===== src/rtl/mux_rr_stream_pkg.sv =====
// mux_pkg: shared definitions for the round-robin stream mux family.
//   ch_width()  - channel-index width for n channels, never below 1 bit
//   DEFAULT_*   - default data width and channel count
//   gnt_vec_t   - one-hot grant vector for the default channel count
package mux_pkg;

    localparam int DEFAULT_WIDTH = 8;
    localparam int DEFAULT_CH    = 4;

    function automatic int ch_width(input int n);
        int w;
        w = 1;
        for (int i = 1; i < 32; i++) begin
            if ((1 << w) < n) w = w + 1;
        end
        return w;
    endfunction

    typedef logic [DEFAULT_CH-1:0] gnt_vec_t;

endpackage


===== src/rtl/mux_rr_stream_rr_arbiter.sv =====
// rr_arbiter: combinational round-robin arbiter.
// Grants the first requesting channel found searching upward from ptr,
// wrapping CH-1 -> 0. Nothing is granted while en is low.
//   req     [CH]    request per channel
//   ptr     [CH_W]  highest-priority channel this cycle (must be < CH)
//   en              grant enable
//   gnt     [CH]    one-hot grant, or zero
//   gnt_idx [CH_W]  index of the granted channel (0 when no grant)
module rr_arbiter
    import mux_pkg::*;
#(
    parameter int CH   = DEFAULT_CH,
    parameter int CH_W = ch_width(CH)
) (
    input  logic [CH-1:0]   req,
    input  logic [CH_W-1:0] ptr,
    input  logic            en,
    output logic [CH-1:0]   gnt,
    output logic [CH_W-1:0] gnt_idx
);

    always_comb begin
        int              w_idx;
        logic [CH_W-1:0] w_idx_l;
        logic            w_found;
        gnt     = '0;
        gnt_idx = '0;
        w_found = 1'b0;
        w_idx   = 0;
        w_idx_l = '0;
        for (int k = 0; k < CH; k++) begin
            // ptr < CH and k < CH, so one subtraction is enough to wrap
            w_idx = int'(ptr) + k;
            if (w_idx >= CH) w_idx = w_idx - CH;
            w_idx_l = CH_W'(w_idx);
            if (en && !w_found && req[w_idx_l]) begin
                w_found      = 1'b1;
                gnt[w_idx_l] = 1'b1;
                gnt_idx      = w_idx_l;
            end
        end
    end

endmodule


===== src/rtl/mux_rr_stream.sv =====
// mux_rr_stream: CH-channel valid/ready stream mux with round-robin
// arbitration feeding a registered one-entry output buffer.
// Handshake: a word moves on any port in a cycle where valid and ready are
// both high at the rising edge; in_ready is one-hot or zero and never
// depends on anything later in the cycle than in_valid/out_ready.
// The buffer reloads when empty or draining (load), so throughput is one
// word per cycle with one cycle of latency.
//   clk, rst             clock, asynchronous active-high reset
//   in_valid  [CH]       per-channel valid
//   in_data   [CH*WIDTH] channel i at [i*WIDTH +: WIDTH]
//   in_ready  [CH]       per-channel accept
//   out_valid/out_data/out_ch/out_ready  buffered output word and source
// Optional macro MUX_FORCE_SEL_EN adds force_en/force_sel: a forced grant
// takes channel force_sel only, and does not move the round-robin pointer.
module mux_rr_stream
    import mux_pkg::*;
#(
    parameter  int WIDTH = DEFAULT_WIDTH,
    parameter  int CH    = DEFAULT_CH,
    localparam int CH_W  = ch_width(CH)
) (
    input  logic                clk,
    input  logic                rst,
    input  logic [CH-1:0]       in_valid,
    input  logic [CH*WIDTH-1:0] in_data,
    output logic [CH-1:0]       in_ready,
    output logic                out_valid,
    output logic [WIDTH-1:0]    out_data,
    output logic [CH_W-1:0]     out_ch,
`ifdef MUX_FORCE_SEL_EN
    input  logic                force_en,
    input  logic [CH_W-1:0]     force_sel,
`endif
    input  logic                out_ready
);

    logic              r_out_valid;
    logic [WIDTH-1:0]  r_out_data;
    logic [CH_W-1:0]   r_out_ch;
    logic [CH_W-1:0]   r_ptr;

    logic              w_load;
    logic              w_rr_en;
    logic [CH-1:0]     w_rr_gnt;
    logic [CH_W-1:0]   w_rr_idx;
    logic [CH-1:0]     w_gnt;
    logic [CH_W-1:0]   w_idx;
    logic              w_fire;
    logic              w_forced;
    logic [WIDTH-1:0]  w_data;

    assign w_load = !r_out_valid || out_ready;

`ifdef MUX_FORCE_SEL_EN
    logic [CH-1:0] w_sel_gnt;

    assign w_rr_en = w_load && !rst && !force_en;

    always_comb begin
        w_sel_gnt = '0;
        if (w_load && !rst && (32'(force_sel) < CH) && in_valid[force_sel])
            w_sel_gnt[force_sel] = 1'b1;
    end

    assign w_forced = force_en;
    assign w_gnt    = force_en ? w_sel_gnt : w_rr_gnt;
    assign w_idx    = force_en ? force_sel : w_rr_idx;
`else
    assign w_rr_en  = w_load && !rst;
    assign w_forced = 1'b0;
    assign w_gnt    = w_rr_gnt;
    assign w_idx    = w_rr_idx;
`endif

    rr_arbiter #(
        .CH   (CH),
        .CH_W (CH_W)
    ) u_arb (
        .req     (in_valid),
        .ptr     (r_ptr),
        .en      (w_rr_en),
        .gnt     (w_rr_gnt),
        .gnt_idx (w_rr_idx)
    );

    assign w_fire = |w_gnt;

    // AND-OR select on the one-hot grant: unselected channels are masked by
    // zero, so X on their data cannot reach the buffer.
    always_comb begin
        w_data = '0;
        for (int i = 0; i < CH; i++) begin
            w_data = w_data | (in_data[i*WIDTH +: WIDTH] & {WIDTH{w_gnt[i]}});
        end
    end

    always_ff @(posedge clk or posedge rst) begin
        if (rst) begin
            r_out_valid <= 1'b0;
            r_out_data  <= '0;
            r_out_ch    <= '0;
            r_ptr       <= '0;
        end else if (w_load) begin
            if (w_fire) begin
                r_out_valid <= 1'b1;
                r_out_data  <= w_data;
                r_out_ch    <= w_idx;
                if (!w_forced)
                    r_ptr <= (w_idx == CH_W'(CH-1)) ? '0 : w_idx + 1'b1;
            end else begin
                r_out_valid <= 1'b0;
            end
        end
    end

    assign in_ready  = w_gnt;
    assign out_valid = r_out_valid;
    assign out_data  = r_out_data;
    assign out_ch    = r_out_ch;

endmodule


===== config.mk =====
export PLATFORM = sky130hd
export DESIGN_NAME = mux_rr_stream
export DESIGN_NICKNAME = d
export VERILOG_FILES = /design/src/rtl/mux_rr_stream_pkg.sv /design/src/rtl/mux_rr_stream_rr_arbiter.sv /design/src/rtl/mux_rr_stream.sv
export SDC_FILE = /design/constraint.sdc
export NUM_CORES = 1
export LEC_CHECK = 0
export CORE_ASPECT_RATIO = 1.5
export CORE_MARGIN = 5
export CORE_UTILIZATION = 41
export DETAILED_ROUTE_END_ITERATION = 16
export GPL_ROUTABILITY_DRIVEN = 0
export PLACE_DENSITY_LB_ADDON = 0.08
export SYNTH_ARGS = -nofsm -noshare
export SYNTH_HDL_FRONTEND = slang
export SYNTH_SLANG_ARGS = --single-unit

===== constraint.sdc =====
create_clock -name clk -period 4.1 [get_ports clk]
set_input_delay 0.82 -clock clk [delete_from_list [all_inputs] [get_ports clk]]
set_output_delay 0.82 -clock clk [all_outputs]
set_load 0.02 [all_outputs]

==> flow_metrics.py <==
metrics = {
    "finish": {
        "num_antenna_cells": 0,
        "area_growth_pct": 58.9,
        "nets": 232,
        "fin_util_pct": 67.3,
        "drive_above_1_share_pct": 13.5,
        "layoutNonFillerInstCount": 222,
    },
    "global_route": {
        "grtUsageMet3_pct": 3.01,
        "antenna_found_initial": 0,
        "grt_pass1_wl_um": 5490,
        "grt-ovfl-total": 0,
        "grt_max_degree": 23,
        "grt_use_met1_pct": 18.4,
        "grt_use_total_pct": 18.2,
        "grt.met2_usage_pct": 35.2,
        "busiest_layer": "met2",
        "grt_pass1_vias": 1246,
    },
    "critical_path": {
        "path_max_fanout": 6,
        "path_common_cell": "clkdlybuf4s50_1",
        "crit_path_end_kind": "output port",
        "critPathLaunchType": "input port",
        "slowest_delay_ns": 0.63,
        "path_cells": "clkdlybuf4s50_1 -> or3b_2 -> a211oi_4 -> o21ai_0 -> a31oi_2 -> clkdlybuf4s50_1",
        "cp.arrival_ns": 3.16,
        "worst_ep_required_time_ns": 3.28,
        "startpoint": "in_valid[3]",
        "crit_type": "in2out",
        "crit_slowest_cell": "clkdlybuf4s50_1",
        "cp_top_family": "buffers and inverters",
        "crit_buf_inv": 2,
    },
    "place": {
        "port_buffers": 53,
        "hpwl_um": 2780,
        "place_inst": 218,
    },
    "power": {
        "clockPowerShare_pct": 8.2,
        "p_sw_share_pct": 46.0,
        "peakVddDrop_mv": 0.480,
        "combPwrFrac_pct": 74.5,
        "p_int_uw": 712,
        "p_leak_uw": 0.000713,
        "power_uw": 1320,
        "power_density_mw_per_mm2": 741,
        "pwr-share-seq_pct": 17.3,
        "p_sw_uw": 608,
    },
    "cts": {
        "cts.sinks": 13,
        "tritoncts": "built",
        "clk_pin_slew_ns": 0.05,
        "cts_max_level": 1,
        "cts_buffers": 3,
        "clock-root-buffer": "clkbuf_8",
        "post_cts_buffers": 0,
        "cts.hold.buffers_added": 0,
        "clk_path_buf_depth": 2,
        "clk_latency_ns": 0.23,
    },
    "run": {
        "maxCapViolCount": 0,
    },
    "floorplanning": {
        "dieWidth_um": 52.7,
        "coreArea_mm2": 0.00265,
        "ios": 54,
        "start_util_pct": 42.3,
        "row_count": 23,
        "die-area_mm2": 0.00390,
        "die_h_um": 74.0,
    },
    "drt": {
        "vias_per_cell": 5.55,
        "drcViolationCount": 0,
        "dr.pass1.iters": 4,
        "routed_wl_um": 3410,
        "postRouteAntennaNets": 0,
        "vias": 1231,
        "routedWlPerCell_um": 15.3,
        "drt_iter0_markers": 42,
    },
    "yosys": {
        "synth.cell_area_mm2": 0.00112,
        "async_flop_share_pct": 100,
        "yosysTopAreaCell": "dfrtp_1",
        "synthTopCellsByArea": "dfrtp_1, ha_1, a222oi_1, mux4_2, o21ai_0",
        "synth_flop_cell": "dfrtp_1",
        "synth-edff-count": 0,
        "synthesis.nets": 169,
        "synth_commonest_cells": "nand2_1, dfrtp_1, nor2_1",
        "synth_top_cell_area_share_pct": 29.0,
        "yosys_warnings": 0,
        "synth_cells": 123,
        "syn_area_per_cell_um2": 9.11,
        "yosysMostFrequentCell": "nand2_1",
        "synth_seq_cells": 13,
        "ys_seq_area_share_pct": 29.0,
        "synth_cell_types": 30,
    },
    "timing": {
        "tightest_slew_ns": 0.485,
        "finalHoldViolCount": 0,
        "rsz0062_at_grt": "no",
        "period_minus_slack_ns": 3.98,
        "finalSetupViolations": 0,
        "fin_worst_skew_ns": 0.00357,
        "max_slew_margin_pct": 67.6,
        "finalMaxSlewViolations": 0,
        "min_period_over_period_pct": 97.0,
        "fmax_ghz": 0.251,
        "setup-tns-final_ns": 0,
        "timing.hold.ws_ns": 0.504,
    },
    "hold_path": {
        "hp-class": "reg2reg",
        "min_from": "out_valid",
    },
    "run_status": {
        "run_status": "finished, final reports clean",
    },
}
layout make-up:
cell class | count | area, um2
clock buffer | 4 | 45.0
sequential | 13 | 325
timing repair buffer | 63 | 606
multi-input combinational | 98 | 733
inverter | 7 | 26.3
fill | 236 | 866
tap | 37 | 46.3
metrics by stage:
stage / instance area, um2 / worst slack (ns)
final: 1780 / 0.123
after floorplan: 1120 / 0.814
after global placement: 1730 / 0.0968
after CTS: 1770 / 0.0459
after global routing: 1780 / 0.00592
after detailed placement: 1730 / 0.0515
registers in the layout (all words and copies together) (netlist names), named ones only:
name and flops:
out_data 8, out_ch 2, out_valid 1, r_ptr 1
logic make-up after synthesis:
family                   after synthesis  share of synthesized area (%)
AND/OR/NAND/NOR                       35                           14.2
buffers and inverters                 12                           6.25
adder cells (fa/ha/maj)                7                           7.81
AO/OA/AOI/OAI                         46                           30.6
flip-flops                            13                           29.0
multiplexers                           8                           10.6
XOR/XNOR                               2                           1.56
routing by layer:
layer,vias to the layer above,wire length (um)
met4,0,108
met3,8,219
li1,589,-
met1,594,1230
met5,-,0
met2,40,1850
power by group through the flow:
stage	registers [uW]	logic, uW	clock network, uW
2_1_floorplan	301	605	0
3_3_place_gp	228	954	0
3_5_place_dp	231	982	0
4_1_cts	230	985	111
5_1_grt	237	1070	121
6_report	228	983	109
final timing paths:
check / endpoint / slack (ns) / depth (start not counted)
min in group asynchronous: out_ch[0] / 0.94 / 2
max in group asynchronous: out_data[2] / 2.83 / 2
setup / recovery: in_ready[0] / 0.12 / 6
hold reg to reg: out_valid / 0.50 / 1
setup reg to reg: flip-flop / 1.03 / 11
hold / removal: out_valid / 0.50 / 1
cells in the final DEF (no fill, tap or decap):
cell,netlist,routed
a21oi_2,2,2
a31oi_1,9,9
clkbuf_8,0,3
and3b_1,1,1
dfrtp_1,13,13
o21ai_0,12,12
clkbuf_1,0,1
o211a_1,1,1
or4_4,1,1
mux2i_1,4,4
ha_1,7,7
o21a_1,3,3
xnor2_1,2,2
mux2_2,1,1
inv_1,7,7
nor3b_1,1,1
nand2_1,16,16
or3b_2,1,1
a31oi_2,3,3
o21bai_1,1,1
o311ai_0,1,1
o211ai_1,1,1
a211oi_4,0,1
mux4_2,3,3
a222oi_1,8,8
nor2b_1,1,1
buf_4,0,10
nand3b_1,1,1
a21oi_1,3,3
a21o_1,1,1
nor2_1,13,13
clkdlybuf4s50_1,0,53
repair_timing:
action | in CTS | in global routing
setup endpoints to repair | 0 | 3
hold endpoints to repair | 0 | 0
resized for setup | 0 | 1
No activity file was read; power rests on OpenSTA's default activity.
==> patch: new RTL, same flow settings <==
Build with the macro `MUX_FORCE_SEL_EN` defined.
--- a/src/rtl/mux_rr_stream.sv
+++ b/src/rtl/mux_rr_stream.sv
@@ -12,6 +12,8 @@
 //   out_valid/out_data/out_ch/out_ready  buffered output word and source
 // Optional macro MUX_FORCE_SEL_EN adds force_en/force_sel: a forced grant
 // takes channel force_sel only, and does not move the round-robin pointer.
+`define MUX_FORCE_SEL_EN
+
 module mux_rr_stream
     import mux_pkg::*;
 #(
Interface: changed (added force_en and force_sel); port bits go from 54 to 57. The function was not compared with the original's and may differ.
==> patch against the unedited design <==
  * Sequential cell count unchanged
  * Maximum frequency increased by 6.1%
  * First-iteration DRC count increased by 24%
  * Non-clock buffer count increased by 14
  * Worst setup slack improved by 230 ps
  * Final area increased by 25%
  * Utilization decreased by 1.6 points
  * Total power decreased by 15%
  * Synthesized cell count increased by 31%
  * Routed wire length increased by 42%
  * Synthesized area increased by 28%
  * Hold slack got worse by 14 ps
  * Global-route usage increased by 2.4 points
  * Critical path type unchanged
  * Largest cell class unchanged
  * Largest power group unchanged
==> patch: results (changes against the unedited design) <==
Global routing
The initial antenna violation count is 0 (unchanged). The via count of the first global-routing pass is 1689 (+36%). The global-route wire length before repair is 7670 um (+40%). The met3 global-route usage is 3.11% (+0.10 points).

The pin count of the biggest net entering global routing is 18 (-22%). The global-route met1 utilization is 21.1% (+2.7 points). The met2 usage is 39.8% (+4.6 points).

Setup path
The stage delay of the slowest cell on the critical path is 470 ps (-160 ps). The worst endpoint data arrival time came to 2930 ps (-230 ps). The slowest stage of the critical path belongs to the cell sky130_fd_sc_hd__clkdlybuf4s50_1. Broken down by cell family, the worst path's largest delay share belongs to simple AND/OR/NAND/NOR gates.

The critical-path maximum fanout is 12 (+6).

Drt
The wire length on met3 is 222 um (+1.4%). The post-detailed-route wirelength per cell is 17.5 um (+14%). The initial DRC count was 52 (+24%). The routed length on met2 came to 2660 um (+44%). The met1 wire length is 1810 um (+47%).

The routed via count divided by cell count came to 5.68 (+2.3%).

Timing
The worst slew margin relative to its limit is 68.3% (+0.61 points). The clock skew came to 2.75 ps (-0.813 ps).

Yosys
Sorting the synthesized cells by how often they occur yields sky130_fd_sc_hd__o21ai_0 (34), sky130_fd_sc_hd__dfrtp_1 (13), sky130_fd_sc_hd__mux2_1 (10), sky130_fd_sc_hd__nand4_1 (10). Ranked by total cell area, the synthesized netlist is headed by sky130_fd_sc_hd__dfrtp_1 (23%), sky130_fd_sc_hd__o21ai_0 (12%), sky130_fd_sc_hd__mux2_1 (7.8%), sky130_fd_sc_hd__ha_1 (7.0%), sky130_fd_sc_hd__mux2i_1 (4.9%). The net count of the mapped netlist is 211 (+25%). The sequential cell area fraction in the yosys report came to 22.7% (-6.4 points).

CTS
The number of buffers on the longest clock path is 2 (unchanged).

Cells and area
The ratio of cells with drive above 1 in the final layout is 17.4% (+3.9 points).

Pwr
The maximum vdd drop was 0.000358 V (-25%). The internal power is 636 uW (-11%). The static power due to leakage is 0.00106 uW (+48%).

Status
The flow ran to the end, and the final reports show no timing, DRC or antenna violations.

Placed design
The final HPWL from detailed placement is 4030 um (+45%).
==> patch: changes by cell type after synthesis, moves of 4 or more <==
cell,delta
sky130_fd_sc_hd__o21ai_0,+22
sky130_fd_sc_hd__mux2_1,+10
sky130_fd_sc_hd__nand4_1,+10
sky130_fd_sc_hd__nor2_1,-10
sky130_fd_sc_hd__a222oi_1,-8
sky130_fd_sc_hd__nand2_1,-8
sky130_fd_sc_hd__a31oi_1,-7
sky130_fd_sc_hd__nor2b_1,+6
sky130_fd_sc_hd__nand3_1,+5
sky130_fd_sc_hd__nor3_1,+5
sky130_fd_sc_hd__mux2_2,+4
==> patch: layout make-up <==
class                           count  area [um^2]
Multi-Input combinational cell    136         1050
Fill cell                         309         1160
Timing Repair Buffer               77          733
Inverter                            5         18.8
Sequential cell                    13          325
Tap cell                           42         52.6
Clock buffer                        4         45.0
==> patch: logic make-up (layout without fill, tap and decap cells) <==
| kind of cell | after synthesis | after routing | synth area share [%] |
|---|---|---|---|
| and+or+nand+nor | 53 | 53 | 22.3 |
| AOI/OAI and AO/OA | 49 | 49 | 20.9 |
| muxes | 25 | 25 | 21.4 |
| DFF | 13 | 13 | 22.7 |
| buffers and inverters | 12 | 86 | 5.14 |
| adders and majority gates | 8 | 8 | 6.97 |
| xor gates and xnor gates | 1 | 1 | 0.610 |
==> patch: path summary, 6_finish.rpt <==
kind	from	to	slack (ps)	cells after the start
worst max-delay path	in_valid[1]	in_ready[0]	350	8
worst min-delay path	out_data[7]$_DFFE_PP0P_	out_data[7]$_DFFE_PP0P_	490	1
worst max register to register	r_ptr[0]$_DFFE_PP0P_	out_data[1]$_DFFE_PP0P_	800	11
worst min register to register	out_data[7]$_DFFE_PP0P_	out_data[7]$_DFFE_PP0P_	490	1
max in group asynchronous	rst	out_valid$_DFFE_PP0N_	2750	2
min in group asynchronous	rst	out_data[4]$_DFFE_PP0P_	1030	2
==> patch: timing repair <==
action | CTS | global route
gates resized for setup | 0 | 7
buffers inserted | 0 | 0
hold buffers | 0 | 0
endpoints found under the setup margin | 0 | 4
==> patch: metrics by stage <==
stage / total power (uW) / instances / hold slack, ps / setup WS, ps / area (um^2)
4_1_cts: 1120 / 277 / 494 / 4.05 / 2200
3_3_place_gp: 981 / 273 / 475 / 44.9 / 2150
3_5_place_dp: 1010 / 273 / 483 / 2.83 / 2150
2_1_floorplan: 708 / 161 / 615 / 689 / 1440
6_report: 1120 / 277 / 490 / 353 / 2220
5_1_grt: 1200 / 277 / 502 / 300 / 2220
==> patch: power by group through the flow <==
stage                     combinational (uW)  sequential (uW)  clock (uW)
after floorplan                          458              251           0
after global placement                   787              194           0
after detailed placement                 813              197           0
after CTS                                815              195         111
after global routing                     884              200         119
final                                    818              195         107
